`src/rtl/ipif_req_arbiter.sv`:
```
`timescale 1ns/1ps
// ipif_req_arbiter
// Shares one IPIF register slave between NUM_REQ requesters. Round-robin grant,
// one single-beat transaction in flight, one-cycle CS strobe, ack wait with timeout.
//
// Ports
//   Bus2IP_Clk / Bus2IP_Resetn       clock, async active-low reset
//   req_valid/rnw/addr/data/be       packed per-requester requests (slice i = requester i)
//   req_ack                          one-hot pulse when a request is captured
//   rsp_valid/rsp_data/rsp_error     one-hot completion pulse with read data / error
//   busy                             grant through rsp_valid inclusive
//   Bus2IP_CS/RNW/Addr/Data/BE       to slave
//   IP2Bus_Data/RdAck/WrAck/Error    from slave
//
// state  | meaning
// -------+------------------------------------------------------------
// IDLE   | arbitrate; on a request capture winner, pulse req_ack, set CS
// ISSUE  | CS high this cycle; clear timeout counter
// WAIT   | wait for matching ack or timeout; load response
// RESP   | rsp_valid pulse; drop busy
module ipif_req_arbiter #(
    parameter int C_S_AXI_DATA_WIDTH = 32,
    parameter int C_S_AXI_ADDR_WIDTH = 32,
    parameter int NUM_REQ            = 2,
    parameter int TIMEOUT_CYCLES     = 64
) (
    input  logic                                        Bus2IP_Clk,
    input  logic                                        Bus2IP_Resetn,
    input  logic [NUM_REQ-1:0]                          req_valid,
    input  logic [NUM_REQ-1:0]                          req_rnw,
    input  logic [NUM_REQ*C_S_AXI_ADDR_WIDTH-1:0]       req_addr,
    input  logic [NUM_REQ*C_S_AXI_DATA_WIDTH-1:0]       req_data,
    input  logic [NUM_REQ*(C_S_AXI_DATA_WIDTH/8)-1:0]   req_be,
    output logic [NUM_REQ-1:0]                          req_ack,
    output logic [NUM_REQ-1:0]                          rsp_valid,
    output logic [C_S_AXI_DATA_WIDTH-1:0]               rsp_data,
    output logic                                        rsp_error,
    output logic                                        busy,
    output logic                                        Bus2IP_CS,
    output logic                                        Bus2IP_RNW,
    output logic [C_S_AXI_ADDR_WIDTH-1:0]               Bus2IP_Addr,
    output logic [C_S_AXI_DATA_WIDTH-1:0]               Bus2IP_Data,
    output logic [C_S_AXI_DATA_WIDTH/8-1:0]             Bus2IP_BE,
    input  logic [C_S_AXI_DATA_WIDTH-1:0]               IP2Bus_Data,
    input  logic                                        IP2Bus_RdAck,
    input  logic                                        IP2Bus_WrAck,
    input  logic                                        IP2Bus_Error
);

    localparam int DW  = C_S_AXI_DATA_WIDTH;
    localparam int AW  = C_S_AXI_ADDR_WIDTH;
    localparam int BW  = C_S_AXI_DATA_WIDTH / 8;
    localparam int IDW = (NUM_REQ > 1) ? $clog2(NUM_REQ) : 1;
    localparam int CW  = $clog2(TIMEOUT_CYCLES) + 1;

    localparam logic [CW-1:0]  CNT_LAST = CW'(TIMEOUT_CYCLES - 1);
    localparam logic [IDW-1:0] RR_RESET = IDW'(NUM_REQ - 1);

    typedef enum logic [1:0] {
        S_IDLE  = 2'd0,
        S_ISSUE = 2'd1,
        S_WAIT  = 2'd2,
        S_RESP  = 2'd3
    } state_t;

    state_t              state_q, state_d;
    logic [IDW-1:0]      rr_q, rr_d;
    logic [IDW-1:0]      gnt_q, gnt_d;
    logic [CW-1:0]       cnt_q, cnt_d;
    logic [NUM_REQ-1:0]  req_ack_q, req_ack_d;
    logic [NUM_REQ-1:0]  rsp_valid_q, rsp_valid_d;
    logic [DW-1:0]       rsp_data_q, rsp_data_d;
    logic                rsp_error_q, rsp_error_d;
    logic                busy_q, busy_d;
    logic                cs_q, cs_d;
    logic                rnw_q, rnw_d;
    logic [AW-1:0]       addr_q, addr_d;
    logic [DW-1:0]       data_q, data_d;
    logic [BW-1:0]       be_q, be_d;

    logic                found;
    logic [IDW-1:0]      win_idx;
    int                  best_dist;
    logic                ack_match;

    // Rank each requester by its distance from the slot after the last winner;
    // the previous winner therefore ranks last.
    always_comb begin
        found     = 1'b0;
        win_idx   = '0;
        best_dist = NUM_REQ;
        for (int j = 0; j < NUM_REQ; j++) begin
            if (req_valid[j] &&
                (((j + 2*NUM_REQ - int'(rr_q) - 1) % NUM_REQ) < best_dist)) begin
                best_dist = (j + 2*NUM_REQ - int'(rr_q) - 1) % NUM_REQ;
                win_idx   = IDW'(j);
                found     = 1'b1;
            end
        end
    end

    // Only the ack type matching the captured direction can complete the transfer.
    assign ack_match = rnw_q ? IP2Bus_RdAck : IP2Bus_WrAck;

    always_comb begin
        state_d     = state_q;
        rr_d        = rr_q;
        gnt_d       = gnt_q;
        cnt_d       = cnt_q;
        req_ack_d   = '0;
        rsp_valid_d = '0;
        rsp_data_d  = rsp_data_q;
        rsp_error_d = rsp_error_q;
        busy_d      = busy_q;
        cs_d        = 1'b0;
        rnw_d       = rnw_q;
        addr_d      = addr_q;
        data_d      = data_q;
        be_d        = be_q;

        case (state_q)
            S_IDLE: begin
                if (found) begin
                    for (int i = 0; i < NUM_REQ; i++) begin
                        if (IDW'(i) == win_idx) begin
                            req_ack_d[i] = 1'b1;
                            rnw_d        = req_rnw[i];
                            addr_d       = req_addr[i*AW +: AW];
                            data_d       = req_data[i*DW +: DW];
                            be_d         = req_be[i*BW +: BW];
                        end
                    end
                    rr_d    = win_idx;
                    gnt_d   = win_idx;
                    busy_d  = 1'b1;
                    cs_d    = 1'b1;
                    state_d = S_ISSUE;
                end
            end
            S_ISSUE: begin
                cnt_d   = '0;
                state_d = S_WAIT;
            end
            S_WAIT: begin
                // A matching ack on the last counted cycle takes precedence over timeout.
                if (ack_match || (cnt_q == CNT_LAST)) begin
                    if (ack_match) begin
                        rsp_data_d  = rnw_q ? IP2Bus_Data : '0;
                        rsp_error_d = IP2Bus_Error;
                    end else begin
                        rsp_data_d  = '0;
                        rsp_error_d = 1'b1;
                    end
                    for (int i = 0; i < NUM_REQ; i++) begin
                        if (IDW'(i) == gnt_q) begin
                            rsp_valid_d[i] = 1'b1;
                        end
                    end
                    state_d = S_RESP;
                end else begin
                    cnt_d = cnt_q + CW'(1);
                end
            end
            S_RESP: begin
                busy_d  = 1'b0;
                state_d = S_IDLE;
            end
            default: begin
                state_d = S_IDLE;
            end
        endcase
    end

    always_ff @(posedge Bus2IP_Clk or negedge Bus2IP_Resetn) begin
        if (!Bus2IP_Resetn) begin
            state_q     <= S_IDLE;
            rr_q        <= RR_RESET;
            gnt_q       <= '0;
            cnt_q       <= '0;
            req_ack_q   <= '0;
            rsp_valid_q <= '0;
            rsp_data_q  <= '0;
            rsp_error_q <= 1'b0;
            busy_q      <= 1'b0;
            cs_q        <= 1'b0;
            rnw_q       <= 1'b0;
            addr_q      <= '0;
            data_q      <= '0;
            be_q        <= '0;
        end else begin
            state_q     <= state_d;
            rr_q        <= rr_d;
            gnt_q       <= gnt_d;
            cnt_q       <= cnt_d;
            req_ack_q   <= req_ack_d;
            rsp_valid_q <= rsp_valid_d;
            rsp_data_q  <= rsp_data_d;
            rsp_error_q <= rsp_error_d;
            busy_q      <= busy_d;
            cs_q        <= cs_d;
            rnw_q       <= rnw_d;
            addr_q      <= addr_d;
            data_q      <= data_d;
            be_q        <= be_d;
        end
    end

    assign req_ack     = req_ack_q;
    assign rsp_valid   = rsp_valid_q;
    assign rsp_data    = rsp_data_q;
    assign rsp_error   = rsp_error_q;
    assign busy        = busy_q;
    assign Bus2IP_CS   = cs_q;
    assign Bus2IP_RNW  = rnw_q;
    assign Bus2IP_Addr = addr_q;
    assign Bus2IP_Data = data_q;
    assign Bus2IP_BE   = be_q;

endmodule
```
`config.mk`:
```
export PLATFORM = sky130hd
export DESIGN_NAME = ipif_req_arbiter
export DESIGN_NICKNAME = d
export VERILOG_FILES = /design/src/rtl/ipif_req_arbiter.sv
export SDC_FILE = /design/constraint.sdc
export NUM_CORES = 1
export LEC_CHECK = 0
export CORE_ASPECT_RATIO = 1.2
export CORE_MARGIN = 8
export CORE_UTILIZATION = 36
export CTS_BUF_LIST = sky130_fd_sc_hd__clkbuf_4
export CTS_CLUSTER_SIZE = 12
export DETAILED_ROUTE_END_ITERATION = 8
export GPL_TIMING_DRIVEN = 0
export PLACE_DENSITY = 0.76
export SLEW_MARGIN = 20
export SYNTH_ARGS = -nofsm -noshare
export SYNTH_HDL_FRONTEND = slang
export SYNTH_SLANG_ARGS = --single-unit
```
`constraint.sdc`:
```
create_clock -name Bus2IP_Clk -period 1.6 [get_ports Bus2IP_Clk]
set_input_delay 0.24 -clock Bus2IP_Clk [delete_from_list [all_inputs] [get_ports Bus2IP_Clk]]
set_output_delay 0.24 -clock Bus2IP_Clk [all_outputs]
set_load 0.05 [all_outputs]
```
==> metrics.csv, run 1 <==
metric,value,unit
number of diodes,0,
total wire length after detailed routing,19100,um
Mapped Cells,462,
PortBufs,284,
CTS buffer count,17,
overall power,17.3,mW
Leak,4.00,nW
max_cap viols,0,
number of cells after detailed placement,922,
DR DRC count,0,
cell family with the largest share of critical-path delay,flip-flops,
Avg WL per Cell,19.8,um
clk_lat worst skew,500,ps
multi-input logic area,0.00212,mm2
Synth Area in Simple Gates,8.80,%
Die Y,148,um
core area,0.0143,mm2
Post-synth EDFFs,0,
Final Hold Fails,0,
vias in the first global route,5330,
die width,126,um
ys async rst share,100,%
CP startpoint kind,register,
largest family of logic cells by synthesized area,compound AO/OA/AOI/OAI gates,
"CTS clk-pin slew, worst paths",120,ps
CTS tree,done,
worst path bufs/invs,0,
CTS Buffer Depth,2,
gp weighted congestion,0.823,
Layout Nets,963,
Worst path max stage delay,440,ps
Reg area,0.00298,mm2
Hold Path Class,in -> async,
Final period util,98.2,%
Slew headroom,65.9,%
Vias,4818,
crit path DAT,1950,ps
critical path launch point,cnt_q[0],
P per Cell Area,1930,mW/mm2
drt pass-1 iters,4,
"flops & latches, synth",119,
DRT iter0 DRCs,287,
crit path max fanout,4,
Sinks on Clock Net,119,
post-route ant nets,0,
post-synthesis compound-gate area fraction,15.1,%
Max Clock Freq,0.636,GHz
Synth Cell Area,0.00523,mm2
row cnt,48,
initial antenna violation count,0,
synthesized-area fraction occupied by adder cells,1.43,%
die area,0.0187,mm2
Synth Flop Type,dfrtp_1,
GRT Total Usage,20.5,%
VDD IR max,855,uV
filler cell count,1160,
R2R Path Start,cnt_q[0],
crit path kind,reg -> reg,
Final Setup Violations,0,
Final Non-Filler Cells,968,
overflow left after global routing,0,
status,completed,
RSZ-0062 raised after global routing,true,
Layout Area Growth over Synthesis,71.7,%
first-pass GRT wire length,30100,um
area share of the largest cell type after synthesis,56.4,%
I/O pins,285,
crit path time final,1570,ps
top cell type by total area after synthesis,dfrtp_1,
pin count of the biggest net entering global routing,68,
multiplexer area fraction after synthesis,13.8,%
clock root cell,clkbuf_4,
Initial Util,36.6,%
post-detail-place hpwl,15000,um
top-count cell post-synth,dfrtp_1,
synth unique cells,39,
CP required,1980,ps
syn_area_per_cell,11.3,um2
Pins Over Slew Limit,0,
nature of the critical path endpoint,register,
drt via density,4.98,
CP cell instances,"ha_4, nand2b_4, or2_4, a31oi_4, mux2_4",
layout cells sized above 1,25.7,%
Commonest cells post-synth,"dfrtp_1, nand2_1, mux2i_1",
"Seq/Total Area, Yosys",56.9,%
Post-Synth XOR/XNOR Area,0.167,%
Worst-Margin Slew,512,ps
largest cells by area after synthesis,"dfrtp_1, mux2i_1, nand2_1",
Mapped Nets,645,
H-tree depth,4,
YS warnings,0,
critical path's slowest cell,dfrtp_1,
clock skew,18.5,ps
[cell families after synthesis]
family | count (synthesis)
mux | 71
simple gates | 103
buf+inv | 38
fa+ha+maj | 6
compound gates | 124
flops | 119
xor+xnor | 1
[power by group]
part	internal (mW)	switching (mW)
Combinational	3.40	6.68
Clock	1.09	1.23
Sequential	4.23	0.699
[placed cells by master, fill, tap and decap left out, types with 4 or more instances in the layout]
cell and instances:
o21ai_0 42, clkdlybuf4s50_1 175, clkbuf_2 7, nor2_1 5
clkbuf_4 20, buf_4 21, a21oi_1 6, o21ai_1 31
buf_6 7, nand2_1 75, dfrtp_1 115, a22o_1 32
buf_2 8, nor3_1 4, clkinvlp_4 4, clkdlybuf4s15_2 102
nand3_1 5, ha_1 4, mux2i_1 69
[timing repair]
| item | 4_1_cts | 5_1_grt |
|---|---|---|
| gates cloned | 0 | 1 |
| gates resized for setup | 363 | 18 |
| pin swaps | 1 | 5 |
| setup buffers | 3 | 10 |
| hold buffers | 1 | 0 |
| hold endpoints to repair | 52 | 0 |
| setup endpoints to repair | 220 | 83 |
[cell type report]
class,count,area share (%)
timing repair buffer,300,34.6
clock inverter,15,1.99
sequential,119,33.2
inverter,5,0.209
tap,175,2.44
buffer,32,2.56
multi-input combinational,305,23.6
clock buffer,17,1.42
[flip-flops by register name (all words and copies together) (netlist names)]
register / flops
Bus2IP_Addr: 32
Bus2IP_BE: 4
Bus2IP_CS: 1
Bus2IP_Data: 32
Bus2IP_RNW: 1
busy: 1
cnt_q: 7
gnt_q: 1
req_ack: 2
rr_q: 1
rsp_data: 32
rsp_error: 1
rsp_valid: 2
state_q: 2
[routing by layer]
metal	up-vias	part of all wire, %	global-route usage (%)	wire length (um)
li1	2280	-	-	-
met1	2313	39	22.7	7400
met2	201	52	36.0	9860
met3	24	7.7	6.98	1470
met4	0	2.2	6.57	413
met5	-	0	0	0
[metrics by stage]
stage               hold WS, ps  utilization [%]  worst slack [ps]  setup TNS (ps)  area [um2]
global placement            461             58.0             -4710         -540340        8300
CTS                         211             62.1             0.741               0        8880
global route                248             62.9             -34.2            -114        8980
detailed placement          224             58.2              -567          -37270        8320
finish                      245             62.9              28.2               0        8980
floorplan                 -55.6                -              8.51               0        5230
[worst paths after layout]
kind                                   to  cells after the start  slack [ps]
setup / recovery               state_q[1]                      5          30
hold / removal               rsp_data[23]                      2         240
setup reg to reg               state_q[1]                      5          30
hold reg to reg              rsp_valid[0]                      1         480
max in group asynchronous  Bus2IP_Data[1]                      3         620
min in group Bus2IP_Clk      rsp_data[17]                      2         330
Note: power is estimated with default switching activity, not from simulation.
==> run 2: changes to the inputs <==
--- a/config.mk
+++ b/config.mk
@@ -13,6 +13,7 @@
 export DETAILED_ROUTE_END_ITERATION = 8
 export GPL_TIMING_DRIVEN = 0
 export PLACE_DENSITY = 0.76
+export SKIP_CTS_REPAIR_TIMING = 1
 export SLEW_MARGIN = 20
 export SYNTH_ARGS = -nofsm -noshare
 export SYNTH_HDL_FRONTEND = slang
==> run 2 against run 1 <==
Against the previous run: wire length barely moved; non-clock buffer count fell by 2; via count increased by 0.64%; clock-buffer cell count unchanged; critical endpoint is now rsp_data[11]; largest power group unchanged.
==> metrics.csv, run 2 (synthesis results as in run 1) <==
metric,value,unit,change
status,completed,,unchanged
Leak,4.13,nW,was 4.00 nW
row cnt,48,,unchanged
vias in the first global route,5260,,was 5330
overflow left after global routing,0,,unchanged
design area,0.00840,mm2,was 0.00898 mm2
post-route ant nets,0,,unchanged
die area,0.0187,mm2,unchanged
CTS tree,done,,unchanged
Avg WL per Cell,19.8,um,about the same
CP startpoint kind,register,,unchanged
core area,0.0143,mm2,unchanged
Sinks on Clock Net,119,,unchanged
nature of the critical path endpoint,register,,unchanged
number of diodes,0,,unchanged
I/O pins,285,,unchanged
CP required,1990,ps,was 1980 ps
Final Setup Violations,0,,unchanged
pin count of the biggest net entering global routing,68,,unchanged
crit path max fanout,10,,was 4
total wire length after detailed routing,19100,um,about the same
PortBufs,284,,unchanged
Final period util,99.7,%,was 98.2%
Final Hold Fails,0,,unchanged
CP cell instances,"ha_4, nand2b_4, o21ai_4, nand2_4, buf_6, a22o_1",,"was ha_4, nand2b_4, or2_4, a31oi_4, mux2_4"
Slew headroom,63.4,%,was 65.9%
Vias,4849,,was 4818
VDD IR max,842,uV,was 855 uV
DR DRC count,0,,unchanged
Initial Util,36.6,%,unchanged
GRT Total Usage,20.1,%,was 20.5%
first-pass GRT wire length,29600,um,was 30100 um
Worst-Margin Slew,548,ps,was 512 ps
crit path time final,1590,ps,was 1570 ps
cell family with the largest share of critical-path delay,compound AO/OA/AOI/OAI gates,,was flip-flops
H-tree depth,4,,unchanged
post-layout worst setup margin,5.06,ps,was 28.2 ps
Worst path max stage delay,440,ps,about the same
clock root cell,clkbuf_4,,unchanged
clock skew,16.4,ps,was 18.5 ps
Max Clock Freq,0.627,GHz,was 0.636 GHz
drt via density,5.02,,was 4.98
Die Y,148,um,unchanged
CTS buffer count,17,,unchanged
most frequent cells in the layout,"clkdlybuf4s50_1, dfrtp_1, clkbuf_2",,"was clkdlybuf4s50_1, dfrtp_1, clkdlybuf4s15_2"
area post-placement,0.00832,mm2,unchanged
WHS,233,ps,was 245 ps
critical path's slowest cell,dfrtp_1,,unchanged
die width,126,um,unchanged
drt pass-1 iters,4,,unchanged
max_cap viols,0,,unchanged
initial antenna violation count,0,,unchanged
"most common cell after layout, fill and taps aside",clkdlybuf4s50_1,,unchanged
Post-Route Setup TNS,0,ps,unchanged
CTS Buffer Depth,2,,unchanged
worst path bufs/invs,1,,was 0
P per Cell Area,1990,mW/mm2,was 1930 mW/mm2
gp weighted congestion,0.823,,unchanged
layout cells sized above 1,24.5,%,was 25.7%
Layout Area Growth over Synthesis,60.6,%,was 71.7%
Post-Place Setup Slack,-567,ps,unchanged
DRT iter0 DRCs,304,,was 287
clk_lat worst skew,500,ps,about the same
crit path DAT,1980,ps,was 1950 ps
Hold Path Class,in -> async,,unchanged
post-detail-place hpwl,15000,um,unchanged
Pins Over Slew Limit,0,,unchanged
Layout Nets,961,,was 963
"CTS clk-pin slew, worst paths",120,ps,about the same
crit path kind,reg -> reg,,unchanged
## run 2: cell count changes in the layout (fill, tap and decap cells not counted), sizes merged
cell           change
clkdlybuf4s15    -102
clkbuf            +99
dlymetal6s2s      +11
buf                -8
clkdlybuf4s18      -2
## run 2: layout make-up
cell class                 count  area [um2]
tap                          175         219
multi-input combinational    305        2120
fill                        1260        5890
sequential                   119        2990
buffer                        32         236
clock inverter                15         179
inverter                       5        18.8
clock buffer                  17         128
timing repair buffer         298        2510
## run 2: path summary, 6_finish.rpt
| path | startpoint | cells past startpoint | to | slack, ps |
|---|---|---|---|---|
| hold / removal | Bus2IP_Resetn | 2 | rsp_data[23] | 230 |
| hold reg to reg | gnt_q | 1 | rsp_valid[0] | 480 |
| setup / recovery | cnt_q[1] | 6 | rsp_data[11] | 5 |
| max in group asynchronous | Bus2IP_Resetn | 3 | rr_q | 640 |
| setup reg to reg | cnt_q[1] | 6 | rsp_data[11] | 5 |
| min in group Bus2IP_Clk | IP2Bus_Data[17] | 2 | rsp_data[17] | 330 |
## run 2: where the power goes
part / internal [mW] / switching, mW / total (mW)
combinational: 2.78 / 6.70 / 9.47
clock: 1.09 / 1.24 / 2.33
sequential: 4.23 / 0.705 / 4.93
total: 8.10 / 8.64 / 16.7
## run 2: metal layers
metal / GRT usage (%) / vias to the layer above / share of wire (%)
met2: 35.4 / 209 / 51
met3: 6.91 / 29 / 7.4
li1: - / 2278 / -
met1: 22.3 / 2333 / 39
met5: 0 / - / 0
met4: 6.27 / 0 / 2.5
## run 2: through the flow
| stage | utilization, % | std cells | power, mW |
|---|---|---|---|
| 2_1_floorplan | - | 462 | 11.2 |
| 3_3_place_gp | 58.0 | 921 | 14.8 |
| 3_5_place_dp | 58.2 | 922 | 15.0 |
| 4_1_cts | 60.4 | 954 | 17.4 |
| 5_1_grt | 58.8 | 966 | 17.7 |
| 6_report | 58.8 | 966 | 16.7 |
## run 2: worst reg2reg max path, stage by stage (launching register included)
cell and delay (ps):
dfrtp_1 440, ha_4 170, nand2b_4 80, o21ai_4 270, nand2_4 130, buf_6 170, a22o_1 230
